## src/rtl/cpu_pkg.sv

```systemverilog
// Shared constants for the datapath select/pipeline blocks.
// Pipeline states are encoded as {out_valid, skid_valid}, so they can be read straight off the ports.
package cpu_pkg;

    localparam int DATA_W = 32;

    typedef enum logic [1:0] {
        ST_EMPTY = 2'b00,
        ST_BUSY  = 2'b10,
        ST_FULL  = 2'b11
    } pipe_state_e;

endpackage

```

## src/rtl/mux_nto1.sv

```systemverilog
// Combinational N:1 word selector.
// An out-of-range select gives an all-zero word and raises err.
module mux_nto1
    import cpu_pkg::*;
#(
    parameter int WIDTH  = DATA_W,
    parameter int NUM_IN = 4,
    parameter int SEL_W  = $clog2(NUM_IN)
) (
    input  logic [NUM_IN*WIDTH-1:0] in_bus,
    input  logic [SEL_W-1:0]        sel,
    output logic [WIDTH-1:0]        out_word,
    output logic                    err
);

    // Compare against every legal index. No index matches for sel >= NUM_IN,
    // so the zero default and the error flag both survive.
    always_comb begin
        out_word = '0;
        err      = 1'b1;
        for (int k = 0; k < NUM_IN; k++) begin
            if (sel == SEL_W'(k)) begin
                out_word = in_bus[k*WIDTH +: WIDTH];
                err      = 1'b0;
            end
        end
    end

endmodule

```

## src/rtl/mux_pipe_reg.sv

```systemverilog
// N-input word selector with a registered valid/ready output stage and a 2-entry skid buffer.
// in_ready is taken only from state, so ready never depends combinationally on the downstream.
module mux_pipe_reg
    import cpu_pkg::*;
#(
    parameter int WIDTH  = DATA_W,
    parameter int NUM_IN = 4,
    parameter int SEL_W  = $clog2(NUM_IN)
) (
    input  logic                    clk,
    input  logic                    rst,
    input  logic                    flush,
    input  logic [NUM_IN*WIDTH-1:0] in_bus,
    input  logic [SEL_W-1:0]        sel,
    input  logic                    in_valid,
    output logic                    in_ready,
    output logic [WIDTH-1:0]        out_data,
    output logic                    out_valid,
    input  logic                    out_ready,
    output logic                    sel_err
);

    pipe_state_e      state_q, state_d;
    logic [WIDTH-1:0] skid_data;
    logic [WIDTH-1:0] mux_word;
    logic             mux_err;
    logic             accept, emit;
    logic             load_main, load_skid, skid_to_main;

    mux_nto1 #(
        .WIDTH  (WIDTH),
        .NUM_IN (NUM_IN),
        .SEL_W  (SEL_W)
    ) u_mux (
        .in_bus   (in_bus),
        .sel      (sel),
        .out_word (mux_word),
        .err      (mux_err)
    );

    assign out_valid = state_q[1];
    assign in_ready  = ~state_q[0];
    assign accept    = in_valid & in_ready;
    assign emit      = out_valid & out_ready;

    always_comb begin
        state_d      = state_q;
        load_main    = 1'b0;
        load_skid    = 1'b0;
        skid_to_main = 1'b0;
        case (state_q)
            ST_EMPTY: begin
                if (accept) begin
                    load_main = 1'b1;
                    state_d   = ST_BUSY;
                end
            end
            ST_BUSY: begin
                if (accept && emit) begin
                    load_main = 1'b1;
                end else if (accept) begin
                    load_skid = 1'b1;
                    state_d   = ST_FULL;
                end else if (emit) begin
                    state_d   = ST_EMPTY;
                end
            end
            ST_FULL: begin
                if (emit) begin
                    skid_to_main = 1'b1;
                    state_d      = ST_BUSY;
                end
            end
            default: state_d = ST_EMPTY;
        endcase
    end

    always_ff @(posedge clk) begin
        if (rst) begin
            state_q   <= ST_EMPTY;
            out_data  <= '0;
            skid_data <= '0;
            sel_err   <= 1'b0;
        end else if (flush) begin
            // Valid bits drop; data registers keep whatever stale words they hold.
            state_q   <= ST_EMPTY;
            sel_err   <= 1'b0;
        end else begin
            state_q <= state_d;
            sel_err <= accept & mux_err;
            if (load_main)
                out_data <= mux_word;
            else if (skid_to_main)
                out_data <= skid_data;
            if (load_skid)
                skid_data <= mux_word;
        end
    end

endmodule

```

## config.mk

```make
export PLATFORM = sky130hd
export DESIGN_NAME = mux_pipe_reg
export DESIGN_NICKNAME = d
export VERILOG_FILES = /design/src/rtl/cpu_pkg.sv /design/src/rtl/mux_nto1.sv /design/src/rtl/mux_pipe_reg.sv
export SDC_FILE = /design/constraint.sdc
export NUM_CORES = 1
export LEC_CHECK = 0
export ABC_CLOCK_PERIOD_IN_PS = 3400
export BUFFER_PORTS_ARGS = -buffer_cell sky130_fd_sc_hd__buf_2
export CORE_ASPECT_RATIO = 1.75
export CORE_MARGIN = 2
export CORE_UTILIZATION = 28
export CTS_CLUSTER_SIZE = 10
export DETAILED_ROUTE_END_ITERATION = 8
export GPL_ROUTABILITY_DRIVEN = 0
export MAX_ROUTING_LAYER = met4
export PLACE_DENSITY = 0.48
export SKIP_LAST_GASP = 1
export SLEW_MARGIN = 5
export SYNTH_ARGS = -nofsm -noshare
export SYNTH_HDL_FRONTEND = slang
export SYNTH_SLANG_ARGS = --single-unit
```

## constraint.sdc

```tcl
create_clock -name clk -period 3.4 [get_ports clk]
set_input_delay 0.34 -clock clk [delete_from_list [all_inputs] [get_ports clk]]
set_output_delay 0.34 -clock clk [all_outputs]
set_load 0.02 [all_outputs]
```

==> key figures, run 1 <==
Setup path
  • CP Class: flop to flop
  • Reg2Reg Setup Slack: about 700 ps
  • RR Startpoint: state_q[0]$_SDFFE_PP0P_
  • Reg2reg end: out_data[20]$_SDFFE_PP0P_
  • Cells on worst reg2reg path: 6
  • CP endpoint kind: flop
  • Crit path required time: ~3600 ps
  • Startpoint Class: flop
  • Peak fanout along the critical path: 32
  • Crit path DAT: 2870 ps

Clocking
  • CTS resizes: 0
  • Clk_lat worst skew: roughly 330 ps
  • TritonCTS buffer count: 9
  • Clock Sinks: 67
  • CTS Hold Bufs: 0
  • H-tree level count: 3
  • CTS Buffer Depth: 2
  • CTS root buf: clkbuf_16
  • Post-CTS setup buffer count: 0
  • Clock transition at path regs: roughly 50 ps
  • CTS tree: yes

Detailed routing
  • Detailed Route Iter0 Violations: between 200 and 250
  • Routed wire length: 12420 um
  • Remaining DRCs: 0
  • Total number of vias: 3652
  • Vias per inst: 5.037
  • TritonRoute pass-1 iters: 4
  • Final ANT Viol Nets: 0
  • Avg WL per Cell: about 17 um

Floorplan
  • Die height: 160.0 um
  • Die Width: roughly 93 um
  • Effective utilization at floorplan: around 28%
  • # IOs: 170
  • Core area: about 14000 um^2
  • DIE AREA: 14890 um^2
  • Row count: 57

Logic synthesis
  • Yosys cell types: 29
  • Post-synth net total: approximately 540
  • Post-synthesis cell count: 397
  • Mapped Avg Cell Area: approximately 9.8 um^2
  • Seq/Total Area, Yosys: between 30% and 40%
  • Yosys reg bits: 67
  • Area of the mapped netlist: 3891 um^2
  • Yosys warns: 0

Place
  • Port Buffer Count: about 170
  • Placed insts: a little over 700
  • Post-DP HPWL: 8702 um
  • Placed cell area: roughly 4800 um^2

Finish
  • ANT cells: 0
  • Area delta synth->final: 30.77%
  • Final Cell Area: 5089 um^2
  • Layout cell share with drive strength beyond 1: 46.90%
  • Area of the multi-input gates: 2207 um^2
  • Layout Utilization: between 30% and 40%
  • Nets@finish: approximately 680
  • Non-Filler Instances: ~730
  • FILL cells: around 1400
  • FF/Latch Area: between 1000 and 1500 um^2

Timing
  • Fmax: roughly 370 MHz
  • Fin Clk Skew: ~4.9 ps
  • Final hold vios: 0
  • Final hold slack: approximately 320 ps
  • # setup viols final: 0
  • Worst-Margin Slew: 1085 ps
  • Period utilisation layout: about four fifths
  • TNS Setup: 0 ps
  • Final Max Tran Viols: 0
  • Slew margin rel.: between 20% and 30%
  • RSZ-0062 raised after global routing: false
  • Min Tclk post-route: between 2000 and 3000 ps

Hold path
  • Worst Hold Class: primary input to flop
  • Worst Hold End: state_q[0]$_SDFFE_PP0P_
  • Hold path start: in_valid
  • Worst hold path cell count: 3

Pwr
  • Leakage power: between 2 and 2.5 nW
  • Pwr/cell area: ~430 nW/um^2
  • VDD IR-drop max: between 0.0002 and 0.00025 V

Global routing
  • Number of global-route vias before repair: 3764
  • Largest net degree at the start of global routing: 38
  • Gr usage total: approximately 17%
  • Gr ovfl total: 0
  • Antenna violations before repair: 0
  • Global-route wire length before repair: ~20000 um

Status
  • Status: completed

Flow run
  • MaxCap Viol Count: 0
-- where the power goes --
| group | total (W) | switching [W] | internal, W | leakage, nW |
|---|---|---|---|---|
| combinational | 0.000476 | 0.000267 | 0.000208 | 1.33 |
| sequential | 0.000846 | 0.0000228 | 0.000824 | 0.546 |
| clock | 0.000867 | 0.000335 | 0.000532 | 0.137 |
-- placed cells by master (no fill, tap or decap), types with 2 or more instances in the layout --
cell / netlist / final
clkbuf_16: 0 / 9
buf_2: 10 / 169
mux4_2: 32 / 32
a21oi_1: 34 / 34
o21ai_0: 2 / 2
clkbuf_8: 0 / 2
ha_1: 4 / 4
nand2_1: 68 / 68
dfxtp_1: 67 / 67
a211oi_1: 33 / 33
clkbuf_1: 21 / 3
clkinv_2: 0 / 2
a221oi_1: 2 / 2
a221oi_2: 30 / 30
inv_1: 35 / 35
nand3_1: 33 / 33
buf_4: 2 / 9
-- routing by layer --
layer  part of all wire (%)  vias to the layer above  GRT usage [%]  wire length [um]
li1                       -                     1755              -                 -
met1                     39                     1760          19.31              4886
met2                     55                      121          30.90              6776
met3                    4.1                       16          1.887               510
met4                    2.0                        0          7.219               247
met5                      0                        -              -                 0
-- Yosys cell counts, drive strengths merged --
cell	n	area, um^2
nand2	68	255.2
inv	35	131.4
nand4b	1	8.760
clkbuf	21	78.83
a31o	1	8.760
a221oi	32	468.0
nor2b	2	12.51
nand3	33	165.2
and2	1	6.260
o21ai	2	10.01
and3	1	6.260
buf	22	140.1
ha	4	50.05
mux4	32	720.7
nor2	1	3.750
xor2	1	8.760
or2	1	6.260
a211oi	33	247.7
mux2i	1	10.01
a21oi	35	186.4
a2111o	1	11.26
and4b	1	10.01
conb	1	3.750
dfxtp	67	1341
-- cells by family (layout without fill, tap and decap cells) --
group / after synthesis / in the layout / synth area share, %
AOI/OAI and AO/OA: 104 / 104 / 23.96
xor gates and xnor gates: 1 / 1 / 0.2251
adders and majority gates: 4 / 4 / 1.286
buffers and inverters: 78 / 229 / 9.003
DFF: 67 / 67 / 34.47
muxes: 33 / 33 / 18.78
other: 1 / 1 / 0.09637
and+or+nand+nor: 109 / 109 / 12.19
-- flip-flops by register name, summed over array words and instances, names as in the netlist --
name and flops:
out_data 32, skid_data 32, state_q 2, sel_err 1
-- worst max-delay path by stage --
stage,slack [ps],cells past startpoint,to,start
after CTS,660,6,out_data[20]$_SDFFE_PP0P_,state_q[0]$_SDFFE_PP0P_
after global routing,490,7,out_data[5]$_SDFFE_PP0P_,state_q[0]$_SDFFE_PP0P_
after detailed placement,680,6,out_data[20]$_SDFFE_PP0P_,state_q[0]$_SDFFE_PP0P_
after global placement,760,6,out_data[20]$_SDFFE_PP0P_,state_q[0]$_SDFFE_PP0P_
after floorplan,1360,8,out_data[23]$_SDFFE_PP0P_,state_q[1]$_SDFFE_PP0P_
final,700,6,out_data[20]$_SDFFE_PP0P_,state_q[0]$_SDFFE_PP0P_
-- layout make-up --
type | instances | area share [%]
Multi-Input combinational cell | 252 | 43.37
Sequential cell | 67 | 26.36
Timing Repair Buffer | 178 | 17.95
Clock buffer | 14 | 5.188
Tap cell | 177 | 4.352
Inverter | 35 | 2.582
Clock inverter | 2 | 0.1967
-- stage by stage --
step / total power (W) / worst slack (ps)
final: 0.002189 / 695.2
after global routing: 0.002275 / 487.7
after CTS: 0.002209 / 664.5
after detailed placement: 0.001344 / 680.2
after global placement: 0.001332 / 757.9
after floorplan: 0.001172 / 1364
-- worst max-delay path, stage by stage, from the launching register on --
cell and delay [ps]:
dfxtp_1 450, inv_1 120, ha_1 270, a31o_2 420
a21oi_4 200, or2_2 850, a221oi_1 210
Note: power is estimated with default switching activity, not from simulation.
==> run 2, diff against run 1 <==
--- a/config.mk
+++ b/config.mk
@@ -5,7 +5,7 @@
 export SDC_FILE = /design/constraint.sdc
 export NUM_CORES = 1
 export LEC_CHECK = 0
-export ABC_CLOCK_PERIOD_IN_PS = 3400
+export ABC_CLOCK_PERIOD_IN_PS = 2490
 export BUFFER_PORTS_ARGS = -buffer_cell sky130_fd_sc_hd__buf_2
 export CORE_ASPECT_RATIO = 1.75
 export CORE_MARGIN = 2
==> constraint.sdc (replaced) <==
create_clock -name clk -period 2.49 [get_ports clk]
set_input_delay 0.249 -clock clk [delete_from_list [all_inputs] [get_ports clk]]
set_output_delay 0.249 -clock clk [all_outputs]
set_load 0.02 [all_outputs]
==> run 2 against run 1 <==
Net effect:
- wire length rose by 0.19%
- critical path type unchanged
- non-clock buffer count rose by 5
- critical path depth rose by 1
- highest routed layer unchanged
- die area did not move
- via count rose by 1.3%
- global-route usage rose by 0.10 points
- sequential share of layout area fell by 0.20 points
- first-iteration DRC count fell by 25%
- register-to-register slack got worse by 290 ps
- sequential power rose by 37%
==> key figures, run 2 (synthesis results as in run 1) <==
Detailed routing
  • Detailed Route Iter0 Violations: 164 (was 218)
  • Final ANT Viol Nets: 0 (unchanged)
  • Remaining DRCs: 0 (unchanged)
  • TritonRoute pass-1 iters: 4 (unchanged)
  • Avg WL per Cell: 17.09 um (was 17.13 um)
  • Routed wire length: 12440 um (was 12420 um)
  • Vias per inst: 5.082 (was 5.037)
  • Total number of vias: 3700 (was 3652)

Timing
  • Final hold vios: 0 (unchanged)
  • TNS Setup: 0 ps (unchanged)
  • # setup viols final: 0 (unchanged)
  • Final Max Tran Viols: 0 (unchanged)
  • Fmax: 480.3 MHz (was 369.7 MHz)
  • Period utilisation layout: 83.61% (was 79.55%)
  • Slew margin rel.: 43.15% (was 27.66%)
  • Fin Clk Skew: 6.768 ps (was 4.869 ps)
  • RSZ-0062 raised after global routing: false (unchanged)
  • Min Tclk post-route: 2082 ps (was 2705 ps)
  • Worst-Margin Slew: 852.7 ps (was 1085 ps)

Status
  • Status: completed (unchanged)

Flow run
  • MaxCap Viol Count: 0 (unchanged)

Global routing
  • Antenna violations before repair: 0 (unchanged)
  • Gr usage total: 17.43% (was 17.33%)
  • Gr ovfl total: 0 (unchanged)
  • Number of global-route vias before repair: 3924 (was 3764)
  • Global-route wire length before repair: 19810 um (was 19480 um)
  • Largest net degree at the start of global routing: 35 (was 38)

Place
  • Port Buffer Count: 169 (unchanged)
  • Placed cell area: 4877 um^2 (was 4815 um^2)
  • Post-DP HPWL: 8688 um (was 8702 um)

Pwr
  • Leakage power: 2.026 nW (was 2.009 nW)
  • Pwr/cell area: 571.2 nW/um^2 (was 430.1 nW/um^2)
  • VDD IR-drop max: 0.0002860 V (was 0.0002172 V)

Setup path
  • Crit path required time: 2650 ps (was 3560 ps)
  • Crit path DAT: 2240 ps (was 2870 ps)
  • Peak fanout along the critical path: 18 (was 32)
  • CP Class: flop to flop (unchanged)
  • CP endpoint kind: flop (unchanged)
  • Startpoint Class: flop (unchanged)

Clocking
  • CTS Hold Bufs: 0 (unchanged)
  • Clock Sinks: 67 (unchanged)
  • CTS tree: yes (unchanged)
  • CTS resizes: 0 (unchanged)
  • Post-CTS setup buffer count: 0 (unchanged)
  • TritonCTS buffer count: 9 (unchanged)
  • CTS Buffer Depth: 2 (unchanged)
  • Clk_lat worst skew: 330 ps (about the same)
  • CTS root buf: clkbuf_16 (unchanged)
  • Clock transition at path regs: 60 ps (was 50 ps)
  • H-tree level count: 3 (unchanged)

Floorplan
  • Row count: 57 (unchanged)
  • DIE AREA: 14890 um^2 (unchanged)
  • Core area: 13760 um^2 (unchanged)
  • Effective utilization at floorplan: 28.27% (unchanged)
  • Die Width: 93.12 um (unchanged)
  • # IOs: 170 (unchanged)
  • Die height: 160.0 um (unchanged)

Finish
  • Nets@finish: 687 (was 682)
  • FILL cells: 1420 (was 1430)
  • ANT cells: 0 (unchanged)
  • Most frequent cells in the layout: buf_2, nand2_1, dfxtp_1, inv_1, a21oi_1 (unchanged)
  • Area delta synth->final: 31.77% (was 30.77%)
  • Layout cell share with drive strength beyond 1: 47.37% (was 46.90%)
  • Final Cell Area: 5127 um^2 (was 5089 um^2)
  • Top flop regs: out_data (32), skid_data (32), state_q (2) (unchanged)
  • Most common cell after layout, fill and taps aside: buf_2 (unchanged)

Hold path
  • Worst Hold Class: primary input to flop (unchanged)
## run 2: cell types whose count changed in the layout (fill, tap and decap cells not counted)
cell        before  now
buf_12           0    2
clkinvlp_4       0    1
clkbuf_1         3    2
clkbuf_8         2    0
buf_4            9   12
## run 2: area by class of cell
cell class	count	area, um^2	share of cell area [%]
sequential	67	1341	26.16
timing repair buffer	183	975.9	19.03
inverter	35	131.4	2.562
multi-input combinational	252	2207	43.05
tap	177	221.5	4.319
clock inverter	3	17.52	0.3416
clock buffer	11	232.7	4.539
## run 2: worst paths after layout
kind                            slack (ps)  cells past startpoint                          to                  startpoint
worst min register to register         450                      2  skid_data[26]$_SDFFE_PP0P_  skid_data[26]$_SDFFE_PP0P_
worst min-delay path                   240                      3     state_q[0]$_SDFFE_PP0P_                    in_valid
worst max register to register         410                      7   out_data[20]$_SDFFE_PP0P_     state_q[0]$_SDFFE_PP0P_
worst max-delay path                   410                      7   out_data[20]$_SDFFE_PP0P_     state_q[0]$_SDFFE_PP0P_
## run 2: metrics by stage
step	power (W)	setup slack, ps	hold slack [ps]	cells	utilization [%]
after detailed placement	0.001848	412.3	448.0	714	35.43
final	0.002929	408.1	236.4	728	37.25
after global placement	0.001833	497.2	442.8	714	35.43
after global routing	0.003048	263.3	284.9	728	37.25
after floorplan	0.001600	454.2	427.7	397	-
after CTS	0.002959	400.3	235.5	728	37.25
## run 2: worst max-delay path, stage by stage (launching register included)
cell and delay, ps:
dfxtp_1 450, inv_1 130, ha_1 280, a31o_2 300, a21oi_4 160, or2_2 140
buf_4 320, a221oi_1 140
## run 2: power breakdown
group          switching [W]  total (W)  internal, W
clock               0.000453    0.00111     0.000659
sequential         0.0000309    0.00116      0.00112
combinational       0.000366   0.000662     0.000296
## run 2: routing by layer
layer,GRT usage [%],part of all wire (%),up-vias
li1,-,-,1768
met5,-,0,-
met1,19.11,40,1799
met2,31.46,55,119
met3,2.358,3.6,14
met4,6.551,2.0,0
==> run 3, diff against run 2 <==
--- a/config.mk
+++ b/config.mk
@@ -5,7 +5,7 @@
 export SDC_FILE = /design/constraint.sdc
 export NUM_CORES = 1
 export LEC_CHECK = 0
-export ABC_CLOCK_PERIOD_IN_PS = 2490
+export ABC_CLOCK_PERIOD_IN_PS = 2000
 export BUFFER_PORTS_ARGS = -buffer_cell sky130_fd_sc_hd__buf_2
 export CORE_ASPECT_RATIO = 1.75
 export CORE_MARGIN = 2
==> constraint.sdc (replaced) <==
create_clock -name clk -period 2 [get_ports clk]
set_input_delay 0.2 -clock clk [delete_from_list [all_inputs] [get_ports clk]]
set_output_delay 0.2 -clock clk [all_outputs]
set_load 0.02 [all_outputs]
==> run 3 against run 2 <==
Net effect:
- sequential power is 24% higher
- critical path depth stayed put
- sequential share of layout area is 0.79 points lower
- cell count is 0.96% higher
- highest routed layer unchanged
- power is 35% higher
- worst hold slack worse by 52 ps
- clock-buffer cell count is 2 higher
- via count is 1.1% higher
==> key figures, run 3 (synthesis results as in run 1) <==
Status
  • Status: completed (unchanged)

Setup path
  • Crit path required time: 2190 ps (was 2650 ps)
  • CP delay by family, top: compound AO/OA/AOI/OAI gates (unchanged)
  • CP Class: flop to flop (unchanged)
  • Peak fanout along the critical path: 14 (was 18)
  • Crit path DAT: 2100 ps (was 2240 ps)
  • Startpoint Class: flop (unchanged)
  • Critical path buffer and inverter count: 2 (unchanged)
  • CP endpoint kind: flop (unchanged)
  • Crit path max-delay cell type: dfxtp_1 (unchanged)
  • Worst-path cell chain: inv_1 -> ha_1 -> a31o_2 -> a21oi_4 -> or2_2 -> buf_4 -> a221oi_2 (was inv_1 -> ha_1 -> a31o_2 -> a21oi_4 -> or2_2 -> buf_4 -> a221oi_1)
  • CP peak stage delay: 410 ps (was 450 ps)

Clocking
  • Clk_lat worst skew: 330 ps (about the same)
  • CTS root buf: clkbuf_16 (unchanged)
  • Clock Sinks: 67 (unchanged)
  • Clock transition at path regs: 50 ps (was 60 ps)
  • TritonCTS buffer count: 9 (unchanged)
  • CTS Buffer Depth: 2 (unchanged)
  • H-tree level count: 3 (unchanged)
  • CTS tree: yes (unchanged)

Timing
  • Fin Clk Skew: 4.949 ps (was 6.768 ps)
  • Period utilisation layout: 95.41% (was 83.61%)
  • Final Max Tran Viols: 0 (unchanged)
  • TNS Setup: 0 ps (unchanged)
  • Final worst setup slack: 91.78 ps (was 408.1 ps)
  • # setup viols final: 0 (unchanged)
  • Final hold vios: 0 (unchanged)
  • Fmax: 524.0 MHz (was 480.3 MHz)
  • RSZ-0062 raised after global routing: false (unchanged)
  • Min Tclk post-route: 1908 ps (was 2082 ps)

Place
  • Dpl ws: 111.3 ps (was 412.3 ps)
  • Post-DP HPWL: 8412 um (was 8688 um)
  • Port Buffer Count: 169 (unchanged)
  • Placed cell area: 4952 um^2 (was 4877 um^2)

Finish
  • Area delta synth->final: 35.85% (was 31.77%)
  • ANT cells: 0 (unchanged)
  • Most frequent cells in the layout: buf_2, nand2_1, dfxtp_1, inv_1, a21oi_1 (unchanged)
  • Layout cell share with drive strength beyond 1: 48.57% (was 47.37%)
  • Nets@finish: 692 (was 687)
  • Final Cell Area: 5286 um^2 (was 5127 um^2)
  • Most common cell after layout, fill and taps aside: buf_2 (unchanged)
  • Top flop regs: out_data (32), skid_data (32), state_q (2) (unchanged)

Floorplan
  • Die Width: 93.12 um (unchanged)
  • Die height: 160.0 um (unchanged)
  • Core area: 13760 um^2 (unchanged)
  • DIE AREA: 14890 um^2 (unchanged)
  • Row count: 57 (unchanged)
  • Effective utilization at floorplan: 28.27% (unchanged)
  • # IOs: 170 (unchanged)

Pwr
  • Pwr/cell area: 748.8 nW/um^2 (was 571.2 nW/um^2)
  • P_sw: 0.001071 W (was 0.0008496 W)
  • Sequential share of power: 36.3% (was 39.5%)
  • Clock group share of total power: 42.4% (was 38.0%)
  • Switching portion of total power: 27.07% (was 29.01%)
  • Gate power share: 21.4% (was 22.6%)
  • Cell-internal power: 0.002887 W (was 0.002079 W)
  • VDD IR-drop max: 0.0003392 V (was 0.0002860 V)
  • Leakage power: 2.109 nW (was 2.026 nW)

Flow run
  • MaxCap Viol Count: 0 (unchanged)

Global routing
  • Antenna violations before repair: 0 (unchanged)
  • Gr usage total: 17.06% (was 17.43%)
  • Gr ovfl total: 0 (unchanged)
  • Global-route wire length before repair: 19430 um (was 19810 um)
  • Number of global-route vias before repair: 3875 (was 3924)
  • Largest net degree at the start of global routing: 66 (was 35)

Detailed routing
  • Detailed Route Iter0 Violations: 284 (was 164)
  • Routed wire length: 12160 um (was 12440 um)
  • Remaining DRCs: 0 (unchanged)
  • TritonRoute pass-1 iters: 4 (unchanged)
  • Avg WL per Cell: 16.54 um (was 17.09 um)
  • Vias per inst: 5.090 (was 5.082)
  • Final ANT Viol Nets: 0 (unchanged)
  • Total number of vias: 3741 (was 3700)

Hold path
  • Worst Hold Class: primary input to flop (unchanged)
==> run 3: cell types whose count changed in the layout (fill, tap and decap cells not counted), sizes merged <==
cell      before  now
clkbuf        11   13
buf          183  188
clkinvlp       1    0
bufinv         0    1
==> run 3: what timing repair did <==
action,CTS,global route
endpoints found under the setup margin,0,2
buffers inserted,0,0
resized for setup,0,2
hold buffers,0,0
==> run 3: worst reg2reg max path: stages, from the launching register on <==
cell	delay (ps)
dfxtp_1	410
inv_1	100
ha_1	250
a31o_2	270
a21oi_4	180
or2_2	170
buf_4	290
a221oi_2	120
==> run 3: through the flow <==
stage	instances	utilization [%]	total power [W]	hold WS, ps
final	735	38.41	0.003959	184.4
after global routing	735	38.41	0.004132	210.2
after CTS	735	38.33	0.004011	162.7
after global placement	719	35.98	0.002299	442.7
after detailed placement	719	35.98	0.002314	447.3
after floorplan	397	-	0.001993	378.7
==> run 3: worst paths after layout <==
path / start / end / slack (ps) / depth (start not counted)
max: state_q[1]$_SDFFE_PP0P_ / out_data[17]$_SDFFE_PP0P_ / 90 / 7
min: in_valid / state_q[0]$_SDFFE_PP0P_ / 180 / 3
max reg2reg: state_q[1]$_SDFFE_PP0P_ / out_data[17]$_SDFFE_PP0P_ / 90 / 7
min reg2reg: skid_data[21]$_SDFFE_PP0P_ / skid_data[21]$_SDFFE_PP0P_ / 450 / 2
==> run 3: area by class of cell <==
| type | count | area, um^2 |
|---|---|---|
| multi-input combinational | 252 | 2213 |
| sequential | 67 | 1341 |
| clock buffer | 13 | 280.3 |
| fill | 1397 | 8478 |
| clock inverter | 3 | 43.79 |
| tap | 177 | 221.5 |
| inverter | 35 | 131.4 |
| timing repair buffer | 188 | 1055 |
==> run 3: per-layer routing <==
| metal | wire length, um | GRT usage, % | vias to the layer above | part of all wire [%] |
|---|---|---|---|---|
| met3 | 585 | 2.925 | 11 | 4.8 |
| met5 | 0 | - | - | 0 |
| met2 | 6650 | 30.50 | 119 | 55 |
| met1 | 4730 | 19.06 | 1832 | 39 |
| li1 | - | - | 1779 | - |
| met4 | 189 | 5.348 | 0 | 1.6 |
==> run 3: power groups by stage <==
stage / sequential (W) / combinational [W] / clock [W]
3_5_place_dp: 0.00147 / 0.000849 / 0
2_1_floorplan: 0.00152 / 0.000471 / 0
4_1_cts: 0.00144 / 0.000850 / 0.00172
3_3_place_gp: 0.00147 / 0.000834 / 0
6_report: 0.00144 / 0.000846 / 0.00168
5_1_grt: 0.00144 / 0.000917 / 0.00177
